===== config.mk =====
export PLATFORM = sky130hd
export DESIGN_NAME = saturn_alu_serial
export DESIGN_NICKNAME = d
export VERILOG_FILES = /design/src/rtl/saturn_alu_pkg.sv /design/src/rtl/saturn_alu_nibble.sv /design/src/rtl/saturn_alu_serial.sv
export SDC_FILE = /design/constraint.sdc
export NUM_CORES = 1
export LEC_CHECK = 0
export CAP_MARGIN = 30
export CELL_PAD_IN_SITES_DETAIL_PLACEMENT = 0
export CELL_PAD_IN_SITES_GLOBAL_PLACEMENT = 1
export CORE_UTILIZATION = 40
export CTS_CLUSTER_DIAMETER = 200
export DETAILED_ROUTE_END_ITERATION = 8
export GPL_TIMING_DRIVEN = 0
export HOLD_SLACK_MARGIN = 0.03
export PLACE_DENSITY = 0.79
export SYNTH_ARGS = -nofsm -noshare
export SYNTH_HDL_FRONTEND = slang
export SYNTH_SLANG_ARGS = --single-unit

===== constraint.sdc =====
create_clock -name i_clk -period 5.7 [get_ports i_clk]
set_input_delay 1.425 -clock i_clk [delete_from_list [all_inputs] [get_ports i_clk]]
set_output_delay 1.425 -clock i_clk [all_outputs]
set_load 0.1 [all_outputs]

===== src/rtl/saturn_alu_pkg.sv =====
// Shared definitions for the nibble-serial Saturn ALU: op codes, FSM states
// and the per-nibble add/subtract helper (hex or BCD).
package saturn_alu_pkg;

    localparam logic [4:0] OP_ZERO   = 5'd0;
    localparam logic [4:0] OP_COPY   = 5'd1;
    localparam logic [4:0] OP_ADD    = 5'd2;
    localparam logic [4:0] OP_SUB    = 5'd3;
    localparam logic [4:0] OP_INC    = 5'd4;
    localparam logic [4:0] OP_DEC    = 5'd5;
    localparam logic [4:0] OP_TWOCMP = 5'd6;
    localparam logic [4:0] OP_ONECMP = 5'd7;
    localparam logic [4:0] OP_AND    = 5'd8;
    localparam logic [4:0] OP_OR     = 5'd9;
    localparam logic [4:0] OP_SET_P  = 5'd10;
    localparam logic [4:0] OP_INC_P  = 5'd11;
    localparam logic [4:0] OP_DEC_P  = 5'd12;

    typedef enum logic [1:0] {
        S_IDLE = 2'd0,
        S_CALC = 2'd1,
        S_DONE = 2'd2
    } state_t;

    // P-register ops bypass the nibble loop entirely.
    function automatic logic is_p_op(input logic [4:0] op);
        return (op == OP_SET_P) || (op == OP_INC_P) || (op == OP_DEC_P);
    endfunction

    // One nibble of ripple add/sub. Returns {carry_or_borrow, digit}.
    // Decimal mode folds the digit back into 0..9 with the same rule for
    // every input, so non-BCD digits simply produce a wrapped value.
    function automatic logic [4:0] nib_addsub(input logic [3:0] a,
                                              input logic [3:0] b,
                                              input logic       cin,
                                              input logic       sub,
                                              input logic       dec);
        logic [5:0] t;
        logic [4:0] r;
        if (!sub) begin
            t = {2'b00, a} + {2'b00, b} + {5'b00000, cin};
            if (dec) begin
                if (t >= 6'd10) begin
                    r = {1'b1, 4'(t - 6'd10)};
                end else begin
                    r = {1'b0, t[3:0]};
                end
            end else begin
                r = {t[4], t[3:0]};
            end
        end else begin
            t = {2'b00, a} - {2'b00, b} - {5'b00000, cin};
            if (t[5]) begin
                r = {1'b1, 4'(t + (dec ? 6'd10 : 6'd16))};
            end else begin
                r = {1'b0, t[3:0]};
            end
        end
        return r;
    endfunction

endpackage


===== src/rtl/saturn_alu_nibble.sv =====
// Combinational single-nibble ALU slice with carry/borrow in and out.
module saturn_alu_nibble
    import saturn_alu_pkg::*;
(
    input  logic [4:0] i_op,
    input  logic       i_dec,
    input  logic [3:0] i_a,
    input  logic [3:0] i_b,
    input  logic       i_cin,
    output logic [3:0] o_r,
    output logic       o_cout
);

    logic [3:0] w_max;
    logic [4:0] w_add;
    logic [4:0] w_sub;

    assign w_max = i_dec ? 4'd9 : 4'd15;
    assign w_add = nib_addsub(i_a, (i_op == OP_INC) ? 4'd0 : i_b, i_cin, 1'b0, i_dec);
    assign w_sub = nib_addsub(i_a, i_b, i_cin, 1'b1, i_dec);

    // Select the nibble result and outgoing carry for the current op.
    // For TWOCMP the carry chain means "+1 still pending" (all lower nibbles zero).
    always_comb begin
        o_r    = i_a;
        o_cout = i_cin;
        case (i_op)
            OP_ZERO: begin
                o_r = 4'd0;
            end
            OP_COPY: begin
                o_r = i_b;
            end
            OP_ADD, OP_INC: begin
                o_r    = w_add[3:0];
                o_cout = w_add[4];
            end
            OP_SUB, OP_DEC: begin
                o_r    = w_sub[3:0];
                o_cout = w_sub[4];
            end
            OP_TWOCMP: begin
                if (i_cin && (i_a == 4'd0)) begin
                    o_r    = 4'd0;
                    o_cout = 1'b1;
                end else begin
                    o_r    = w_max - i_a + {3'b000, i_cin};
                    o_cout = 1'b0;
                end
            end
            OP_ONECMP: begin
                o_r    = w_max - i_a;
                o_cout = 1'b0;
            end
            OP_AND: begin
                o_r = i_a & i_b;
            end
            OP_OR: begin
                o_r = i_a | i_b;
            end
            default: begin
                o_r    = i_a;
                o_cout = i_cin;
            end
        endcase
    end

endmodule


===== src/rtl/saturn_alu_serial.sv =====
// Nibble-serial Saturn ALU: walks a (possibly wrapping) nibble field one
// nibble per clock, owns the P pointer and the carry flag.
module saturn_alu_serial
    import saturn_alu_pkg::*;
#(
    parameter int NIBBLES = 16,
    parameter int P_RESET = 3,
    parameter int IW      = $clog2(NIBBLES)
) (
    input  logic                 i_clk,
    input  logic                 i_reset,
    input  logic                 i_start,
    input  logic [4:0]           i_alu_op,
    input  logic                 i_dec,
    input  logic [IW-1:0]        i_field_start,
    input  logic [IW-1:0]        i_field_last,
    input  logic [4*NIBBLES-1:0] i_src_a,
    input  logic [4*NIBBLES-1:0] i_src_b,
    input  logic [3:0]           i_p_value,
    output logic                 o_busy,
    output logic                 o_done,
    output logic [4*NIBBLES-1:0] o_result,
    output logic                 o_carry,
    output logic [3:0]           o_reg_p
);

    localparam int W = 4 * NIBBLES;

    state_t        r_state;
    state_t        w_state_next;
    logic [4:0]    r_op;
    logic          r_dec;
    logic [IW-1:0] r_start;
    logic [IW-1:0] r_last;
    logic [IW-1:0] r_idx;
    logic [W-1:0]  r_b;
    logic [W-1:0]  r_work;
    logic [W-1:0]  r_result;
    logic          r_cin;
    logic          r_carry;
    logic [3:0]    r_p;
    logic [3:0]    r_pval;

    logic [3:0]    w_nib_a;
    logic [3:0]    w_nib_b;
    logic [3:0]    w_nib_r;
    logic          w_cout;
    logic [W-1:0]  w_work_next;

    assign w_nib_a = r_work[{r_idx, 2'b00} +: 4];

    // DEC is a subtract of 1 injected at the first nibble of the field.
    always_comb begin
        if (r_op == OP_DEC) begin
            w_nib_b = (r_idx == r_start) ? 4'd1 : 4'd0;
        end else begin
            w_nib_b = r_b[{r_idx, 2'b00} +: 4];
        end
    end

    saturn_alu_nibble u_nibble (
        .i_op   (r_op),
        .i_dec  (r_dec),
        .i_a    (w_nib_a),
        .i_b    (w_nib_b),
        .i_cin  (r_cin),
        .o_r    (w_nib_r),
        .o_cout (w_cout)
    );

    // Working register with the current nibble replaced by the slice result.
    always_comb begin
        w_work_next = r_work;
        w_work_next[{r_idx, 2'b00} +: 4] = w_nib_r;
    end

    // FSM state register.
    always_ff @(posedge i_clk) begin
        if (i_reset) begin
            r_state <= S_IDLE;
        end else begin
            r_state <= w_state_next;
        end
    end

    // FSM next state: P ops skip the nibble loop; CALC ends after the last nibble.
    always_comb begin
        w_state_next = r_state;
        case (r_state)
            S_IDLE: begin
                if (i_start) begin
                    w_state_next = is_p_op(i_alu_op) ? S_DONE : S_CALC;
                end else begin
                    w_state_next = S_IDLE;
                end
            end
            S_CALC: begin
                if (r_idx == r_last) begin
                    w_state_next = S_DONE;
                end else begin
                    w_state_next = S_CALC;
                end
            end
            S_DONE:  w_state_next = S_IDLE;
            default: w_state_next = S_IDLE;
        endcase
    end

    // Datapath: operand latch, nibble walk, result/carry publish, P update.
    // Result and carry are written on the edge entering DONE so they are valid
    // with the done pulse; P is written on the edge leaving DONE.
    always_ff @(posedge i_clk) begin
        if (i_reset) begin
            r_op     <= OP_ZERO;
            r_dec    <= 1'b0;
            r_start  <= '0;
            r_last   <= '0;
            r_idx    <= '0;
            r_b      <= '0;
            r_work   <= '0;
            r_result <= '0;
            r_cin    <= 1'b0;
            r_carry  <= 1'b0;
            r_p      <= 4'(P_RESET);
            r_pval   <= 4'd0;
        end else begin
            case (r_state)
                S_IDLE: begin
                    if (i_start) begin
                        r_op    <= i_alu_op;
                        r_dec   <= i_dec;
                        r_start <= i_field_start;
                        r_last  <= i_field_last;
                        r_idx   <= i_field_start;
                        r_b     <= i_src_b;
                        r_work  <= i_src_a;
                        r_pval  <= i_p_value;
                        r_cin   <= (i_alu_op == OP_INC) || (i_alu_op == OP_TWOCMP);
                        if (is_p_op(i_alu_op)) begin
                            r_result <= i_src_a;
                            case (i_alu_op)
                                OP_INC_P: r_carry <= (r_p == 4'd15);
                                OP_DEC_P: r_carry <= (r_p == 4'd0);
                                default:  r_carry <= r_carry;
                            endcase
                        end
                    end
                end
                S_CALC: begin
                    r_work <= w_work_next;
                    r_idx  <= r_idx + IW'(1);
                    r_cin  <= w_cout;
                    if (r_idx == r_last) begin
                        r_result <= w_work_next;
                        case (r_op)
                            OP_ADD, OP_SUB, OP_INC, OP_DEC: r_carry <= w_cout;
                            OP_TWOCMP:                      r_carry <= ~w_cout;
                            OP_ONECMP:                      r_carry <= 1'b0;
                            default:                        r_carry <= r_carry;
                        endcase
                    end
                end
                S_DONE: begin
                    case (r_op)
                        OP_SET_P: r_p <= r_pval;
                        OP_INC_P: r_p <= r_p + 4'd1;
                        OP_DEC_P: r_p <= r_p - 4'd1;
                        default:  r_p <= r_p;
                    endcase
                end
                default: begin
                    r_idx <= r_idx;
                end
            endcase
        end
    end

    assign o_busy   = (r_state != S_IDLE);
    assign o_done   = (r_state == S_DONE);
    assign o_result = r_result;
    assign o_carry  = r_carry;
    assign o_reg_p  = r_p;

endmodule


==> impl_metrics.py, run 1 <==
metrics = {
    "critical_path": {
        "critical_path_arrival_ns": 5.86,
        "end_kind": "flip-flop",
        "crit_slowest_cell": "mux4_1",
        "cp_max_fo": 10,
        "start_kind": "flip-flop",
        "crit_chain": "buf_8, buf_12, mux4_1, mux2i_2, a21oi_2, o21ai_2, inv_1, ha_1, fa_1, xnor2_1, and3_1, a21boi_0, or2_2, mux2i_1, a2bb2oi_2, a31oi_4, buf_4, a221oi_1, a311oi_1",
        "crit_type": "reg -> reg",
        "worstPathRequired_ns": 6.10,
        "worst_path_largest_cell_delay_ns": 0.61,
    },
    "die": {
        "dieArea_um2": 32200,
        "core.rowCount": 64,
        "start_util": 0.409,
        "die_y_um": 180,
        "die_w_um": 180,
        "coreArea_um2": 30800,
        "io_pins": 220,
    },
    "final_layout": {
        "nets": 2030,
        "final_cell_mix": "nand2_1, dfxtp_1, clkdlybuf4s50_1",
        "antenna_cells": 0,
        "layout_commonest_cell": "nand2_1",
        "area_growth_pct": 30.5,
        "nFillCells": 2966,
        "multi_input_area_um2": 7580,
        "layout.cells.non_filler": 2261,
        "drive_gt1_frac": 0.0745,
        "regArea_um2": 4450,
    },
    "routing": {
        "first_pass_iters": 8,
        "met1_length_mm": 24.2,
        "num_vias": 13600,
        "drt-initial-drc-count": 1619,
        "wl_mm": 55.2,
        "avgRoutedWirePerCell_um": 24.4,
        "route.met3.wl_mm": 5.51,
        "post-route-drc-count": 10,
        "top_layer": "met4",
        "wl_met2_mm": 23.7,
        "ant_nets": 0,
        "via_per_inst": 6.02,
    },
    "power_and_ir_drop": {
        "switchingPower_mw": 2.38,
        "p_leak_nw": 5.96,
        "pwr-share-comb": 0.378,
        "ir_drop_mv": 0.243,
        "seqPwrFrac": 0.309,
        "switching_share": 0.395,
        "p_int_mw": 3.65,
        "p_clk_frac": 0.313,
        "power.density_nw_per_um2": 367,
    },
    "grt": {
        "grt_max_degree": 20,
        "grtUsageTotal": 0.331,
        "antenna_found_initial": 0,
        "first_global_vias": 12900,
        "grt_overflow_total": 0,
        "grt_first_pass_wirelength_mm": 80.8,
    },
    "synthesis": {
        "ys.flop_type": "dfxtp_1",
        "synth_area_leaders": "dfxtp_1, nand2_1, a21oi_1, mux2i_1, nor2_1",
        "synth_edf_count": 0,
        "syn-instance-count": 1590,
        "yosysTopAreaCell": "dfxtp_1",
        "synth.distinct_cells": 82,
        "netlist_area_um2": 12600,
        "netlist.area_leader.share": 0.352,
        "synth_nets": 1774,
        "synthArstFlopShare": 0,
        "ys_seq_area_frac": 0.352,
        "yosysWarnings": 0,
        "avgSynthCellArea_um2": 7.93,
        "ys_ff_latch": 222,
    },
    "clock_tree": {
        "cts.sinks": 222,
        "root_buffer": "clkbuf_16",
        "cts_max_level": 1,
        "insertion_delay_ns": 0.57,
        "tritoncts": "yes",
        "clkTransAtPathRegs_ns": 0.06,
        "cts_buffers": 27,
        "cts_max_path_buffers": 3,
        "hold_buffers": 0,
    },
    "timing": {
        "fmax_mhz": 183,
        "final-hold-violation-count": 0,
        "rsz0062_at_grt": "no",
        "final_max_slew_viol_count": 0,
        "period_minus_slack_ns": 5.45,
        "worst_pin_slew_ns": 1.04,
        "clock_skew_ns": 0.0279,
        "relSlewSlack": 0.294,
        "fin_crit_sh": 0.957,
        "finalSetupViolCount": 0,
        "layout_setup_ws_ns": 0.247,
    },
    "placement": {
        "routabilityCongestion": 0.981,
        "dp_slack_ns": -0.330,
        "dp.cells": 2208,
        "dp_hpwl_mm": 41.3,
        "io_buffers": 218,
    },
    "worst_hold_path": {
        "hold_class": "reg -> reg",
    },
    "run": {
        "drv_cap": 0,
    },
    "run_status": {
        "violations": "design-rule violations",
        "status": "complete, but fails checks",
    },
}
-- per-layer routing --
layer | global-route usage | up-vias
met5 | 0 | -
met4 | 0.103 | 0
met3 | 0.0703 | 129
met2 | 0.511 | 731
met1 | 0.461 | 6502
li1 | - | 6239
-- registers in the layout, summed over array words and instances (netlist names) --
| signal | count |
|---|---|
| o_reg_p | 4 |
| r_b | 64 |
| r_idx | 4 |
| r_state | 2 |
| r_cin | 1 |
| o_carry | 1 |
| r_start | 4 |
| r_last | 4 |
| r_pval | 4 |
| r_dec | 1 |
| r_op | 5 |
| r_work | 64 |
| o_result | 64 |
-- worst max-delay path: cells and delay by family (launching register included) --
family	cells	cell delay [ns]
compound gates	7	1.69
xor+xnor	1	0.26
fa+ha+maj	2	0.65
buf+inv	4	0.78
flops	1	0.39
mux	3	1.09
simple gates	2	0.43
-- final timing paths --
| check | start | endpoint | slack, ns | depth (start not counted) |
|---|---|---|---|---|
| worst max-delay path | r_idx[0] | r_work[10] | 0.25 | 19 |
| worst min-delay path | r_b[10] | r_b[10] | 0.45 | 2 |
| worst max register to register | r_idx[0] | r_work[10] | 0.25 | 19 |
| worst min register to register | r_b[10] | r_b[10] | 0.45 | 2 |
-- power by group through the flow --
stage	sequential, mW	combinational (mW)	clock, mW
after floorplan	2.15	1.15	0
after global placement	1.88	2.14	0
after detailed placement	1.89	2.16	0
after CTS	1.85	2.17	1.89
after global routing	1.88	2.41	1.95
final	1.86	2.28	1.89
-- area by class of cell --
class | count | share of cell area
timing repair buffer | 227 | 0.139
clock buffer | 39 | 0.0487
clock inverter | 9 | 0.00996
inverter | 28 | 0.00639
multi-input combinational | 1219 | 0.460
tap | 396 | 0.0301
buffer | 121 | 0.0353
sequential | 222 | 0.270
-- kinds of logic after synthesis --
family                   count (synthesis)  share of synthesized area
AND/OR/NAND/NOR                        636                      0.218
XOR/XNOR                                18                     0.0136
buffers and inverters                  150                     0.0545
AO/OA/AOI/OAI                          457                      0.244
flip-flops                             222                      0.352
multiplexers                            72                     0.0795
adder cells (fa/ha/maj)                 35                     0.0377
-- stage by stage --
stage                     hold slack [ns]  utilization  TNS, ns  power [mW]  cell area (um2)
after floorplan                     0.432            -        0        3.30            12600
after global placement              0.439        0.496    -5.57        4.02            15300
after detailed placement            0.443        0.498    -7.56        4.05            15300
after CTS                           0.454        0.529        0        5.92            16300
after global routing                0.469        0.534        0        6.24            16500
final                               0.453        0.534        0        6.03            16500
-- cell usage after synthesis, types with 4 or more instances --
| library cell | instances |
|---|---|
| nand2_1 | 361 |
| dfxtp_1 | 222 |
| a21oi_1 | 171 |
| nor2_1 | 122 |
| clkbuf_1 | 91 |
| o21ai_0 | 57 |
| mux2i_1 | 51 |
| nor3_1 | 38 |
| a311oi_1 | 36 |
| ha_1 | 30 |
| inv_1 | 28 |
| a221oi_1 | 25 |
| nand2b_1 | 23 |
| a31oi_1 | 21 |
| and2_1 | 19 |
| or3_1 | 16 |
| o211ai_1 | 15 |
| buf_2 | 13 |
| mux4_2 | 12 |
| o221ai_1 | 12 |
| xnor2_1 | 11 |
| o21ai_1 | 10 |
| a22o_1 | 9 |
| a31o_2 | 9 |
| nand3b_1 | 9 |
| a211oi_1 | 8 |
| mux4_1 | 8 |
| nand3_1 | 8 |
| nor2b_1 | 8 |
| nor4_1 | 8 |
| o22ai_1 | 8 |
| a221o_1 | 7 |
| a2111oi_0 | 6 |
| buf_1 | 6 |
| buf_6 | 6 |
| o31ai_1 | 6 |
| o41ai_1 | 6 |
| xor2_1 | 6 |
| a22oi_1 | 5 |
| fa_1 | 5 |
| o31a_1 | 5 |
| or2_2 | 5 |
| and3_1 | 4 |
| o21bai_1 | 4 |
-- what timing repair did --
| item | 4_1_cts | 5_1_grt |
|---|---|---|
| gates cloned | 0 | 2 |
| pin swaps | 0 | 3 |
| setup buffers | 0 | 4 |
| setup endpoints to repair | 56 | 38 |
| gates resized for setup | 4 | 17 |
(Power assumes the default switching activity.)
==> inputs of run 2 (changes only) <==
Settings changed: CORE_UTILIZATION 40 to 30, PLACE_DENSITY 0.79 to 0.61.
==> impl_metrics.py, run 2 (same netlist as run 1, synthesis figures left out) <==
metrics = {
    "run_status": {
        "status": "complete, but fails checks",
        "violations": "design-rule violations",
    },
    "grt": {
        "antenna_found_initial": 2,
        "grt_overflow_total": 0,
        "grt_max_degree": 14,
        "grt_first_pass_wirelength_mm": 87.0,
        "first_global_vias": 12900,
        "grtUsageTotal": 0.270,
    },
    "timing": {
        "relSlewSlack": 0.309,
        "finalSetupTns_ns": 0,
        "final_max_slew_viol_count": 0,
        "final-hold-violation-count": 0,
        "hold_ws_ns": 0.452,
        "layout_setup_ws_ns": 0.243,
        "finalSetupViolCount": 0,
        "fin_crit_sh": 0.957,
        "fmax_mhz": 183,
        "clock_skew_ns": 0.0328,
        "period_minus_slack_ns": 5.46,
        "worst_pin_slew_ns": 1.02,
    },
    "die": {
        "start_util": 0.307,
        "die_y_um": 207,
        "io_pins": 220,
        "coreArea_um2": 41100,
        "core.rowCount": 74,
        "die_w_um": 207,
        "dieArea_um2": 42900,
    },
    "clock_tree": {
        "cts_buffers": 27,
        "insertion_delay_ns": 0.57,
        "cts_max_level": 1,
        "root_buffer": "clkbuf_16",
        "cts.sinks": 222,
        "clkTransAtPathRegs_ns": 0.07,
        "tritoncts": "yes",
        "hold_buffers": 0,
        "cts_max_path_buffers": 3,
    },
    "power_and_ir_drop": {
        "p_leak_nw": 5.94,
        "switchingPower_mw": 2.40,
        "power.density_nw_per_um2": 362,
        "switching_share": 0.400,
        "p_total_mw": 6.00,
        "ir_drop_mv": 0.206,
        "seqPwrFrac": 0.311,
        "p_clk_frac": 0.310,
        "p_int_mw": 3.60,
        "pwr-share-comb": 0.378,
    },
    "final_layout": {
        "layout.cells.non_filler": 2398,
        "nets": 2029,
        "final_area_um2": 16600,
        "area_growth_pct": 31.3,
        "layout_commonest_cell": "nand2_1",
        "post-route-util": 0.403,
        "final_cell_mix": "nand2_1, dfxtp_1, clkdlybuf4s50_1",
        "drive_gt1_frac": 0.0766,
        "antenna_cells": 0,
    },
    "placement": {
        "io_buffers": 218,
        "dp_hpwl_mm": 45.2,
        "dp_slack_ns": -0.351,
        "dp.cells": 2344,
        "routabilityCongestion": 0.941,
        "placed_cell_area_um2": 15500,
    },
    "routing": {
        "wl_mm": 59.3,
        "via_per_inst": 5.60,
        "post-route-drc-count": 6,
        "drt-initial-drc-count": 1151,
        "avgRoutedWirePerCell_um": 24.7,
        "first_pass_iters": 9,
        "num_vias": 13400,
        "ant_nets": 0,
    },
    "critical_path": {
        "rr_endpoint": "r_work[43]",
        "crit_type": "reg -> reg",
        "critical_path_arrival_ns": 5.96,
        "start_kind": "flip-flop",
        "end_kind": "flip-flop",
        "r2r-start": "r_idx[0]",
        "cp_max_fo": 10,
        "r2r_slack_ns": 0.24,
        "ff2ff_path_depth": 22,
        "worstPathRequired_ns": 6.20,
    },
    "worst_hold_path": {
        "hold_start": "r_b[16]",
        "holdPathStages": 2,
        "hold_end": "r_b[16]",
        "hold_class": "reg -> reg",
    },
    "run": {
        "drv_cap": 0,
    },
}
## run 2: what timing repair did
action,CTS,global route
buffers inserted,0,3
setup endpoints to repair,45,60
pin swaps,1,2
endpoints found under the hold margin,0,0
resized for setup,7,13
## run 2: area by class of cell
cell class                 instances  area [um2]
fill                            4322       24600
multi-input combinational       1218        7550
sequential                       222        4450
timing repair buffer             226        2250
clock buffer                      35         756
tap                              532         666
buffer                           122         592
clock inverter                    15         185
inverter                          28         105
## run 2: worst max-delay path: stages, from the launching register on
cell	delay, ns
dfxtp_2	0.39
buf_8	0.20
buf_12	0.19
mux4_2	0.54
a22oi_2	0.30
o21ai_0	0.18
buf_2	0.21
inv_1	0.14
ha_1	0.22
fa_1	0.44
ha_1	0.29
inv_1	0.05
ha_1	0.18
ha_1	0.18
xor2_1	0.16
nand2_1	0.07
mux2_2	0.28
a21oi_2	0.25
o31a_1	0.23
o22ai_4	0.11
buf_4	0.20
o31ai_1	0.39
and2_1	0.21
## run 2: power by group through the flow
stage	logic, mW	clock network [mW]	registers (mW)
after floorplan	1.15	0	2.15
after global placement	2.18	0	1.89
after detailed placement	2.20	0	1.89
after CTS	2.22	1.89	1.86
after global routing	2.42	1.96	1.88
final	2.27	1.86	1.87
## run 2: metal layers
layer,up-vias,GRT usage,wire length [um],part of all wire
met5,-,0,0,0
met4,0,0.0669,1380,0.023
met3,86,0.0324,4300,0.073
met2,582,0.423,26100,0.44
met1,6528,0.393,27500,0.46
li1,6234,-,-,-
## run 2: worst max-delay path by stage
stage                         to  startpoint  cells after the start
finish                r_work[43]    r_idx[0]                     22
global placement     o_result[6]    r_idx[0]                     19
global route        o_result[19]    r_idx[0]                     22
detailed placement  o_result[14]    r_idx[1]                     20
CTS                 o_result[59]    r_idx[0]                     22
floorplan           o_result[55]    r_idx[1]                     22
